==> src/rtl/ram_seq_pkg.sv <==
// Shared definitions for the RAM sequencing controller: the command opcode
// encoding, the FSM state encoding, default widths and the fill data pattern.
package ram_seq_pkg;

    localparam int DEF_ADDR_W = 10;
    localparam int DEF_WORD_W = 8;

    typedef enum logic [1:0] {
        OP_WRITE = 2'b00,
        OP_READ  = 2'b01,
        OP_FILL  = 2'b10,
        OP_CHECK = 2'b11
    } op_e;

    typedef enum logic [1:0] {
        ST_IDLE    = 2'd0,
        ST_ASSERT  = 2'd1,
        ST_RELEASE = 2'd2,
        ST_DONE    = 2'd3
    } state_e;

    // Data written to address k by a fill; callers truncate to their word
    // width, which gives the modulo-2**WORD_W wrap for free.
    function automatic logic [31:0] fill_pattern(input logic [31:0] k);
        return k << 1;
    endfunction

endpackage

==> src/rtl/ram_seq_chk.sv <==
// Check-pass comparator and mismatch counter for ram_seq_ctrl.
// Only compiled when RAM_SEQ_CTRL_CHECK_EN is defined; otherwise this file
// contributes nothing to the build.
`ifdef RAM_SEQ_CTRL_CHECK_EN
module ram_seq_chk #(
    parameter int ADDR_W = 10,
    parameter int WORD_W = 8
) (
    input  logic              clk,
    input  logic              rst_n,
    input  logic              clr_i,
    input  logic              sample_en_i,
    input  logic [WORD_W-1:0] sample_i,
    input  logic [WORD_W-1:0] expect_i,
    output logic [ADDR_W:0]   err_cnt_o
);

    logic [ADDR_W:0] err_cnt_q;
    logic [ADDR_W:0] err_cnt_d;

    // Next count: cleared when a check is accepted, bumped on each mismatch.
    // The count can never exceed DEPTH, so it needs no saturation.
    always_comb begin
        err_cnt_d = err_cnt_q;
        if (clr_i) begin
            err_cnt_d = '0;
        end else if (sample_en_i && (sample_i != expect_i)) begin
            err_cnt_d = err_cnt_q + (ADDR_W+1)'(1);
        end
    end

    // Count register with synchronous reset.
    always_ff @(posedge clk) begin
        if (!rst_n) begin
            err_cnt_q <= '0;
        end else begin
            err_cnt_q <= err_cnt_d;
        end
    end

    assign err_cnt_o = err_cnt_q;

endmodule
`endif

==> src/rtl/ram_seq_ctrl.sv <==
// Command sequencer for an asynchronous-read single-port RAM. Runs single
// writes/reads, a whole-array pattern fill and, when RAM_SEQ_CTRL_CHECK_EN is
// defined, a pattern check that counts mismatching words. Each RAM access is
// a two-cycle ASSERT/RELEASE pair; completion is a one-cycle rsp_valid pulse.
module ram_seq_ctrl
    import ram_seq_pkg::*;
#(
    parameter int ADDR_W = DEF_ADDR_W,
    parameter int WORD_W = DEF_WORD_W,
    parameter int DEPTH  = 2**ADDR_W
) (
    input  logic              clk,
    input  logic              rst_n,
    input  logic              cmd_valid,
    output logic              cmd_ready,
    input  logic [1:0]        cmd_op,
    input  logic [ADDR_W-1:0] cmd_addr,
    input  logic [WORD_W-1:0] cmd_wdata,
    output logic              rsp_valid,
    output logic [WORD_W-1:0] rsp_data,
    output logic [ADDR_W:0]   rsp_err_cnt,
    output logic              busy,
    output logic [ADDR_W-1:0] mem_addr,
    output logic [WORD_W-1:0] mem_din,
    input  logic [WORD_W-1:0] mem_dout,
    output logic              mem_wr,
    output logic              mem_cs
);

    state_e            state_q, state_d;
    op_e               op_q, op_d;
    logic [ADDR_W-1:0] addr_q, addr_d;
    logic [WORD_W-1:0] din_q, din_d;
    logic [WORD_W-1:0] rsp_data_q, rsp_data_d;

    logic is_seq_op;
    logic is_wr_op;
    logic last_addr;

    assign is_seq_op = (op_q == OP_FILL) || (op_q == OP_CHECK);
    assign is_wr_op  = (op_q == OP_WRITE) || (op_q == OP_FILL);
    // The sweep ends on the final word rather than wrapping back to 0.
    assign last_addr = (addr_q == ADDR_W'(DEPTH - 1));

    // Next-state logic: command decode, address stepping and read capture.
    // NOTE: every variable gets a default before the case so no path leaves
    // it unassigned, which would otherwise infer a latch.
    always_comb begin
        state_d    = state_q;
        op_d       = op_q;
        addr_d     = addr_q;
        din_d      = din_q;
        rsp_data_d = rsp_data_q;
        case (state_q)
            ST_IDLE: begin
                if (cmd_valid) begin
                    op_d = op_e'(cmd_op);
                    case (op_e'(cmd_op))
                        OP_WRITE, OP_READ: begin
                            addr_d  = cmd_addr;
                            din_d   = cmd_wdata;
                            state_d = ST_ASSERT;
                        end
                        OP_FILL: begin
                            addr_d  = '0;
                            din_d   = WORD_W'(fill_pattern(32'd0));
                            state_d = ST_ASSERT;
                        end
                        default: begin
`ifdef RAM_SEQ_CTRL_CHECK_EN
                            addr_d  = '0;
                            din_d   = WORD_W'(fill_pattern(32'd0));
                            state_d = ST_ASSERT;
`else
                            // Without the checker a check completes at once
                            // and never touches the RAM.
                            state_d = ST_DONE;
`endif
                        end
                    endcase
                end
            end
            ST_ASSERT: begin
                if (op_q == OP_READ) begin
                    rsp_data_d = mem_dout;
                end
                state_d = ST_RELEASE;
            end
            ST_RELEASE: begin
                if (is_seq_op && !last_addr) begin
                    addr_d  = addr_q + ADDR_W'(1);
                    din_d   = WORD_W'(fill_pattern(32'(addr_q) + 32'd1));
                    state_d = ST_ASSERT;
                end else begin
                    state_d = ST_DONE;
                end
            end
            default: begin
                state_d = ST_IDLE;
            end
        endcase
    end

    // State and datapath registers with synchronous active-low reset.
    // NOTE: sequential state uses non-blocking assignments so every register
    // samples the pre-edge values, independent of statement order.
    always_ff @(posedge clk) begin
        if (!rst_n) begin
            state_q    <= ST_IDLE;
            op_q       <= OP_WRITE;
            addr_q     <= '0;
            din_q      <= '0;
            rsp_data_q <= '0;
        end else begin
            state_q    <= state_d;
            op_q       <= op_d;
            addr_q     <= addr_d;
            din_q      <= din_d;
            rsp_data_q <= rsp_data_d;
        end
    end

    // Strobes decode straight from the state register, so a reset edge drops
    // mem_cs/mem_wr on that same edge.
    assign cmd_ready = (state_q == ST_IDLE);
    assign busy      = (state_q != ST_IDLE);
    assign rsp_valid = (state_q == ST_DONE);
    assign mem_cs    = (state_q == ST_ASSERT);
    assign mem_wr    = (state_q == ST_ASSERT) && is_wr_op;
    assign mem_addr  = addr_q;
    assign mem_din   = din_q;
    assign rsp_data  = rsp_data_q;

`ifdef RAM_SEQ_CTRL_CHECK_EN
    logic chk_clr;
    logic chk_sample;

    assign chk_clr    = (state_q == ST_IDLE) && cmd_valid && (op_e'(cmd_op) == OP_CHECK);
    // The expected word is whatever a fill would have driven at this address.
    assign chk_sample = (state_q == ST_ASSERT) && (op_q == OP_CHECK);

    ram_seq_chk #(
        .ADDR_W (ADDR_W),
        .WORD_W (WORD_W)
    ) u_chk (
        .clk         (clk),
        .rst_n       (rst_n),
        .clr_i       (chk_clr),
        .sample_en_i (chk_sample),
        .sample_i    (mem_dout),
        .expect_i    (din_q),
        .err_cnt_o   (rsp_err_cnt)
    );
`else
    assign rsp_err_cnt = '0;
`endif

endmodule

==> config.mk <==
export PLATFORM = sky130hd
export DESIGN_NAME = ram_seq_ctrl
export DESIGN_NICKNAME = d
export VERILOG_FILES = /design/src/rtl/ram_seq_pkg.sv /design/src/rtl/ram_seq_chk.sv /design/src/rtl/ram_seq_ctrl.sv
export SDC_FILE = /design/constraint.sdc
export NUM_CORES = 1
export LEC_CHECK = 0
export CAP_MARGIN = 20
export CORE_MARGIN = 2
export CORE_UTILIZATION = 30
export DETAILED_ROUTE_END_ITERATION = 16
export PLACE_DENSITY_LB_ADDON = 0.15
export SYNTH_ARGS = -nofsm -noshare
export SYNTH_HDL_FRONTEND = slang
export SYNTH_SLANG_ARGS = --single-unit
==> constraint.sdc <==
create_clock -name clk -period 2.65 [get_ports clk]
set_input_delay 0.53 -clock clk [delete_from_list [all_inputs] [get_ports clk]]
set_output_delay 0.53 -clock clk [all_outputs]
set_load 0.05 [all_outputs]
==> flow_summary_export.csv, run 1 <==
group,metric,value,unit
floorplanning,initial_utilization,31.6,%
global_routing,globalRouteMet2Util,24.0,%
timing,hold_viol_final,0,
setup_path,worstSetupStartpoint,"state_q[0]",
setup_path,timing.rr.end,"mem_din[6]",
global_routing,grt.overflow.total,0,
global_routing,grt_max_degree,31,
logic_synthesis,syn_avg_cell_area,8.61,sq um
setup_path,r2r_cells,5,
power,pwr_density_cell,600,nW/um^2
cts,h-tree-depth,2,
detailed_routing,drt-pass1-iter-count,4,
layout,multi_input_area,892,sq um
logic_synthesis,ys_ff_latch,30,
global_routing,grt_util_met3,4.88,%
logic_synthesis,netlist_area,1640,sq um
global_routing,grt_pass1_vias,1526,
detailed_routing,postRouteAntennaNets,0,
timing,tightest_slew,0.665,ns
placed_design,place_inst,309,
placed_design,dp_slack,0.497,ns
detailed_routing,vias_per_cell,5.01,
timing,setup_viol,0,
timing,tns,0,ns
layout,nets,278,
global_routing,grt_pass1_wl,7580,um
floorplanning,core,5170,sq um
setup_path,required,2.12,ns
job,drv_cap,0,
floorplanning,die_area,6060,sq um
setup_path,path_class,"flop to output pin",
power,p_leak,0.832,nW
placed_design,io_buffers,61,
detailed_routing,routedWlPerCell,14.6,um
cts,cts_buffer_depth,2,
placed_design,dp_hpwl,3130,um
timing,maxSlewViolCount,0,
floorplanning,io_pins,73,
layout,seq_area,601,sq um
layout,final_layout_size_suffix_gt1_share,7.69,%
setup_path,cp-start-kind,"flop",
cts,cts_made_buffers,5,
cts,post_cts_resized,0,
logic_synthesis,syn_inst,190,
timing,skew,0.00741,ns
detailed_routing,drtIter0Drc,62,
worst_hold_path,worstHoldPathType,"flop to flop",
setup_path,r2r_slack,0.61,ns
cts,cts_setup_buffers,0,
layout,postLayoutCoreUtil,45.2,%
layout,insertedDiodeCount,0,
global_routing,track_usage,15.4,%
timing,fin_crit_sh,87.4,%
global_routing,use_met1,20.5,%
timing,max_freq,432,MHz
worst_hold_path,min_path_cells,2,
setup_path,cp-end-kind,"output pin",
cts,cts.sinks,30,
logic_synthesis,synth_cell_type_count,38,
timing,rsz0062_at_grt,"false",
layout,fin_cells,317,
global_routing,antenna_found_initial,0,
floorplanning,die_h,77.9,um
cts,clk_latency,0.29,ns
setup_path,crit_family,"buffers and inverters",
floorplanning,chipWidth,77.9,um
worst_hold_path,holdPathEnd,"mem_din[0]",
status,status,"complete, no violations",
global_routing,gr-max-usage-layer,"met2",
cts,clockRootBuffer,"clkbuf_8",
logic_synthesis,yosys_warnings,0,
layout,area_delta_synth_final,43.0,%
detailed_routing,wirelength,4630,um
setup_path,max_stage_delay,0.83,ns
logic_synthesis,ys_seq_area_share,36.7,%
placed_design,gp_congestion,0.784,
setup_path,reg2reg_from,"mem_addr[0]",
setup_path,critPathBufInv,1,
timing,slew_headroom,55.7,%
setup_path,crit_chain,"nor2b_1 -> clkdlybuf4s50_1",
cts,tritoncts,"done",
layout,fillers,531,
power,ir_drop,0.253,mV
cts,hold_buffers,0,
setup_path,cp_max_fo,9,
timing,period_needed,2.32,ns
detailed_routing,num_vias,1589,
detailed_routing,drc,0,
worst_hold_path,hp-start,"mem_din[0]",
cts,path_clk_slew,0.06,ns
timing,worst_slack,0.333,ns
setup_path,critPathArrivalTime,1.79,ns
setup_path,cpMaxStageDelayCell,"clkdlybuf4s50_1",
floorplanning,rows,26,
-- cell usage after synthesis, drive strengths merged --
master | n | share of area (%)
a21oi | 6 | 1.8
nand2b | 1 | 0.38
nor2b | 3 | 1.1
buf | 22 | 8.8
and3b | 1 | 0.54
nor4 | 2 | 0.76
nor2 | 15 | 3.9
or3 | 1 | 0.38
inv | 5 | 1.1
a31oi | 16 | 6.1
mux2i | 10 | 6.1
nand3 | 4 | 1.2
o21a | 2 | 0.92
a311oi | 5 | 2.7
nor3 | 6 | 2.4
conb | 1 | 0.23
nand2 | 11 | 2.5
dfxtp | 30 | 37
a22o | 1 | 0.54
and2 | 1 | 0.38
clkbuf | 5 | 1.1
a221oi | 1 | 0.54
o31a | 2 | 1.1
nor3b | 1 | 0.46
and4 | 2 | 1.1
ha | 1 | 0.76
o21ai | 4 | 1.2
and2b | 1 | 0.46
nand4 | 3 | 1.9
o31ai | 2 | 0.92
a22oi | 7 | 3.2
xnor2 | 3 | 1.6
a211oi | 15 | 6.9
-- stage by stage --
| stage | hold WS, ns | instance area (sq um) | power [W] |
|---|---|---|---|
| 6_report | 0.475 | 2340 | 0.00140 |
| 3_3_place_gp | 0.473 | 2240 | 0.00102 |
| 4_1_cts | 0.481 | 2340 | 0.00142 |
| 3_5_place_dp | 0.470 | 2240 | 0.00102 |
| 2_1_floorplan | 0.480 | 1670 | 0.000869 |
| 5_1_grt | 0.497 | 2340 | 0.00147 |
-- cells by family (layout without fill, tap and decap cells) --
| kind of cell | Yosys count | after routing | share of synthesized area [%] |
|---|---|---|---|
| flops | 30 | 30 | 36.7 |
| simple gates | 52 | 52 | 17.6 |
| compound gates | 61 | 61 | 25.9 |
| buf+inv | 32 | 79 | 11.1 |
| fa+ha+maj | 1 | 1 | 0.764 |
| other cells | 1 | 11 | 0.229 |
| xor+xnor | 3 | 3 | 1.61 |
| mux | 10 | 10 | 6.12 |
-- layer usage --
layer | share of wire (%) | up-vias | routed length (um)
li1 | - | 797 | -
met1 | 49 | 732 | 2260
met2 | 44 | 56 | 2030
met3 | 6.3 | 4 | 294
met4 | 1.1 | 0 | 49
met5 | 0 | - | 0
-- power by group --
part | switching [W] | internal, W
registers | 0.0000439 | 0.000487
logic | 0.000302 | 0.000177
clock network | 0.000185 | 0.000209
-- cell usage in the layout (no fill, tap or decap), drive strengths merged --
master,netlist,final
o21ai,4,4
nand2,11,11
clkinvlp,0,1
clkinv,0,1
xnor2,3,3
and2,1,1
buf,22,6
and3b,1,1
and4,2,2
nor3,6,6
o21a,2,2
o31a,2,2
conb,1,11
and2b,1,1
o31ai,2,2
a221oi,1,1
mux2i,10,10
a22o,1,1
nor4,2,2
a21oi,6,6
or3,1,1
a211oi,15,15
a22oi,7,7
clkbuf,5,6
a31oi,16,16
nand3,4,4
clkdlybuf4s50,0,60
nor2b,3,3
ha,1,1
nand4,3,3
nor3b,1,1
dfxtp,30,30
nand2b,1,1
a311oi,5,5
inv,5,5
nor2,15,15
-- registers in the layout, summed over array words and instances, names as in the netlist --
register	count
mem_addr	10
op_q	2
state_q	2
mem_din	8
rsp_data	8
-- worst reg2reg max path: stages (launching register included) --
cell and delay (ns):
dfxtp_1 0.41, ha_1 0.27, nand4_2 0.19, or3_1 0.69
a31oi_1 0.28, a311oi_1 0.07
-- worst max path at each step --
stage | end | slack, ns | cells past startpoint
finish | mem_cs | 0.33 | 2
global route | mem_cs | 0.21 | 2
CTS | mem_cs | 0.32 | 2
detailed placement | mem_addr[7] | 0.50 | 6
global placement | mem_din[6] | 0.56 | 6
floorplan | mem_wr | 0.38 | 4
-- area by class of cell --
class / instances / area share, %
tap: 70 / 3.74
sequential: 30 / 25.7
multi-input combinational: 138 / 38.1
clock inverter: 2 / 0.535
inverter: 5 / 0.802
timing repair buffer: 66 / 27.6
clock buffer: 6 / 3.53
(Power assumes the default switching activity.)
==> inputs of run 2 (changes only) <==
CORE_ASPECT_RATIO = 2   (was default)
==> flow_summary_export.csv, run 2 (same netlist as run 1, synthesis figures left out) <==
group,metric,value,unit
status,status,"complete, no violations",
setup_path,reg2reg_from,"mem_addr[0]",
timing,slew_headroom,48.0,%
global_routing,grt_max_degree,24,
global_routing,grt_pass1_wl,7470,um
layout,insertedDiodeCount,0,
cts,tritoncts,"done",
cts,clockRootBuffer,"clkbuf_8",
detailed_routing,num_vias,1647,
power,p_int,0.000843,W
placed_design,io_buffers,61,
setup_path,required,2.12,ns
detailed_routing,drt-pass1-iter-count,4,
timing,max_freq,427,MHz
setup_path,cp-end-kind,"output pin",
floorplanning,initial_utilization,30.7,%
placed_design,place_inst,298,
power,power_frac_comb,34.8,%
timing,skew,0.00798,ns
worst_hold_path,min_path_cells,2,
detailed_routing,drtIter0Drc,52,
layout,fillers,571,
cts,clk_latency,0.29,ns
floorplanning,chipWidth,56.2,um
floorplanning,core,5330,sq um
layout,seq_area,601,sq um
layout,area_delta_synth_final,40.6,%
layout,largest_register_ffs,10,
power,total_power,0.00136,W
cts,cts_made_buffers,5,
power,seqPwrFrac,39.3,%
timing,period_needed,2.34,ns
power,ir_drop,0.441,mV
timing,rsz0062_at_grt,"false",
setup_path,cp_max_fo,12,
cts,post_cts_resized,0,
detailed_routing,drc,0,
detailed_routing,postRouteAntennaNets,0,
layout,layout_common_cells,"clkdlybuf4s50_1 (60), dfxtp_1 (30), a31oi_1 (16)",
timing,fin_crit_sh,88.3,%
placed_design,gp_congestion,0.768,
cts,cts_setup_buffers,0,
timing,setup_viol,0,
cts,h-tree-depth,2,
power,pwr_density_cell,591,nW/um^2
setup_path,cp-start-kind,"flop",
setup_path,path_class,"flop to output pin",
layout,nets,277,
floorplanning,die_area,6100,sq um
power,pwr-share-clk,25.8,%
timing,tns,0,ns
detailed_routing,vias_per_cell,5.40,
setup_path,critPathArrivalTime,1.81,ns
power,switching_share,38.0,%
cts,path_clk_slew,0.07,ns
timing,hold_viol_final,0,
cts,hold_buffers,0,
global_routing,track_usage,15.4,%
detailed_routing,routedWlPerCell,15.3,um
power,p_leak,0.818,nW
worst_hold_path,hp-start,"mem_din[0]",
timing,maxSlewViolCount,0,
layout,fin_cells,305,
setup_path,timing.rr.end,"mem_addr[3]",
detailed_routing,wirelength,4670,um
setup_path,r2r_slack,0.60,ns
job,drv_cap,0,
placed_design,dp_hpwl,3200,um
layout,final_layout_size_suffix_gt1_share,6.12,%
cts,cts_buffer_depth,2,
floorplanning,io_pins,73,
floorplanning,die_h,108,um
global_routing,grt.overflow.total,0,
timing,tightest_slew,0.780,ns
worst_hold_path,holdPathEnd,"mem_din[0]",
layout,postLayoutCoreUtil,43.2,%
setup_path,r2r_cells,5,
floorplanning,rows,38,
global_routing,antenna_found_initial,0,
power,power_switching,0.000517,W
layout,final_common_cell,"clkdlybuf4s50_1",
layout,multi_input_area,892,sq um
global_routing,grt_pass1_vias,1490,
cts,cts.sinks,30,
worst_hold_path,worstHoldPathType,"flop to flop",
## run 2: cell type report
type	count	area share, %
clock buffers	7	3.32
multi-input cells	138	38.8
repair buffers	65	27.7
flip-flops and latches	30	26.1
well taps	60	3.26
inverters	5	0.816
## run 2: worst max-delay path by stage
stage                           from           to  depth (start not counted)
final                     state_q[1]         busy                          3
after global routing      state_q[1]         busy                          3
after CTS                 state_q[1]         busy                          3
after detailed placement   cmd_valid  mem_addr[7]                          6
after global placement     cmd_valid   mem_din[6]                          6
after floorplan           state_q[0]       mem_wr                          4
## run 2: per-stage QoR
stage               hold slack (ns)  cell area (sq um)  worst slack, ns
floorplan                     0.480               1670            0.381
global placement              0.467               2220            0.561
detailed placement            0.469               2220            0.508
CTS                           0.478               2300            0.290
global route                  0.504               2300            0.231
finish                        0.477               2300            0.310
## run 2: power by group through the flow
stage / clock (W) / sequential, W / combinational [W]
floorplan: 0 / 0.000634 / 0.000235
global placement: 0 / 0.000544 / 0.000471
detailed placement: 0 / 0.000544 / 0.000472
CTS: 0.000361 / 0.000535 / 0.000475
global route: 0.000381 / 0.000543 / 0.000501
finish: 0.000351 / 0.000535 / 0.000474
## run 2: metal layers
layer	up-vias	wire length, um	track usage, %
li1	794	-	-
met1	790	2080	20.1
met3	6	301	3.83
met2	57	2210	24.0
met4	0	75	6.29
met5	-	0	0
## run 2: worst max-delay path, stage by stage, from the launching register on
cell and delay, ns:
dfxtp_1 0.52, nor2_1 0.15, inv_1 0.07, clkdlybuf4s50_1 0.79
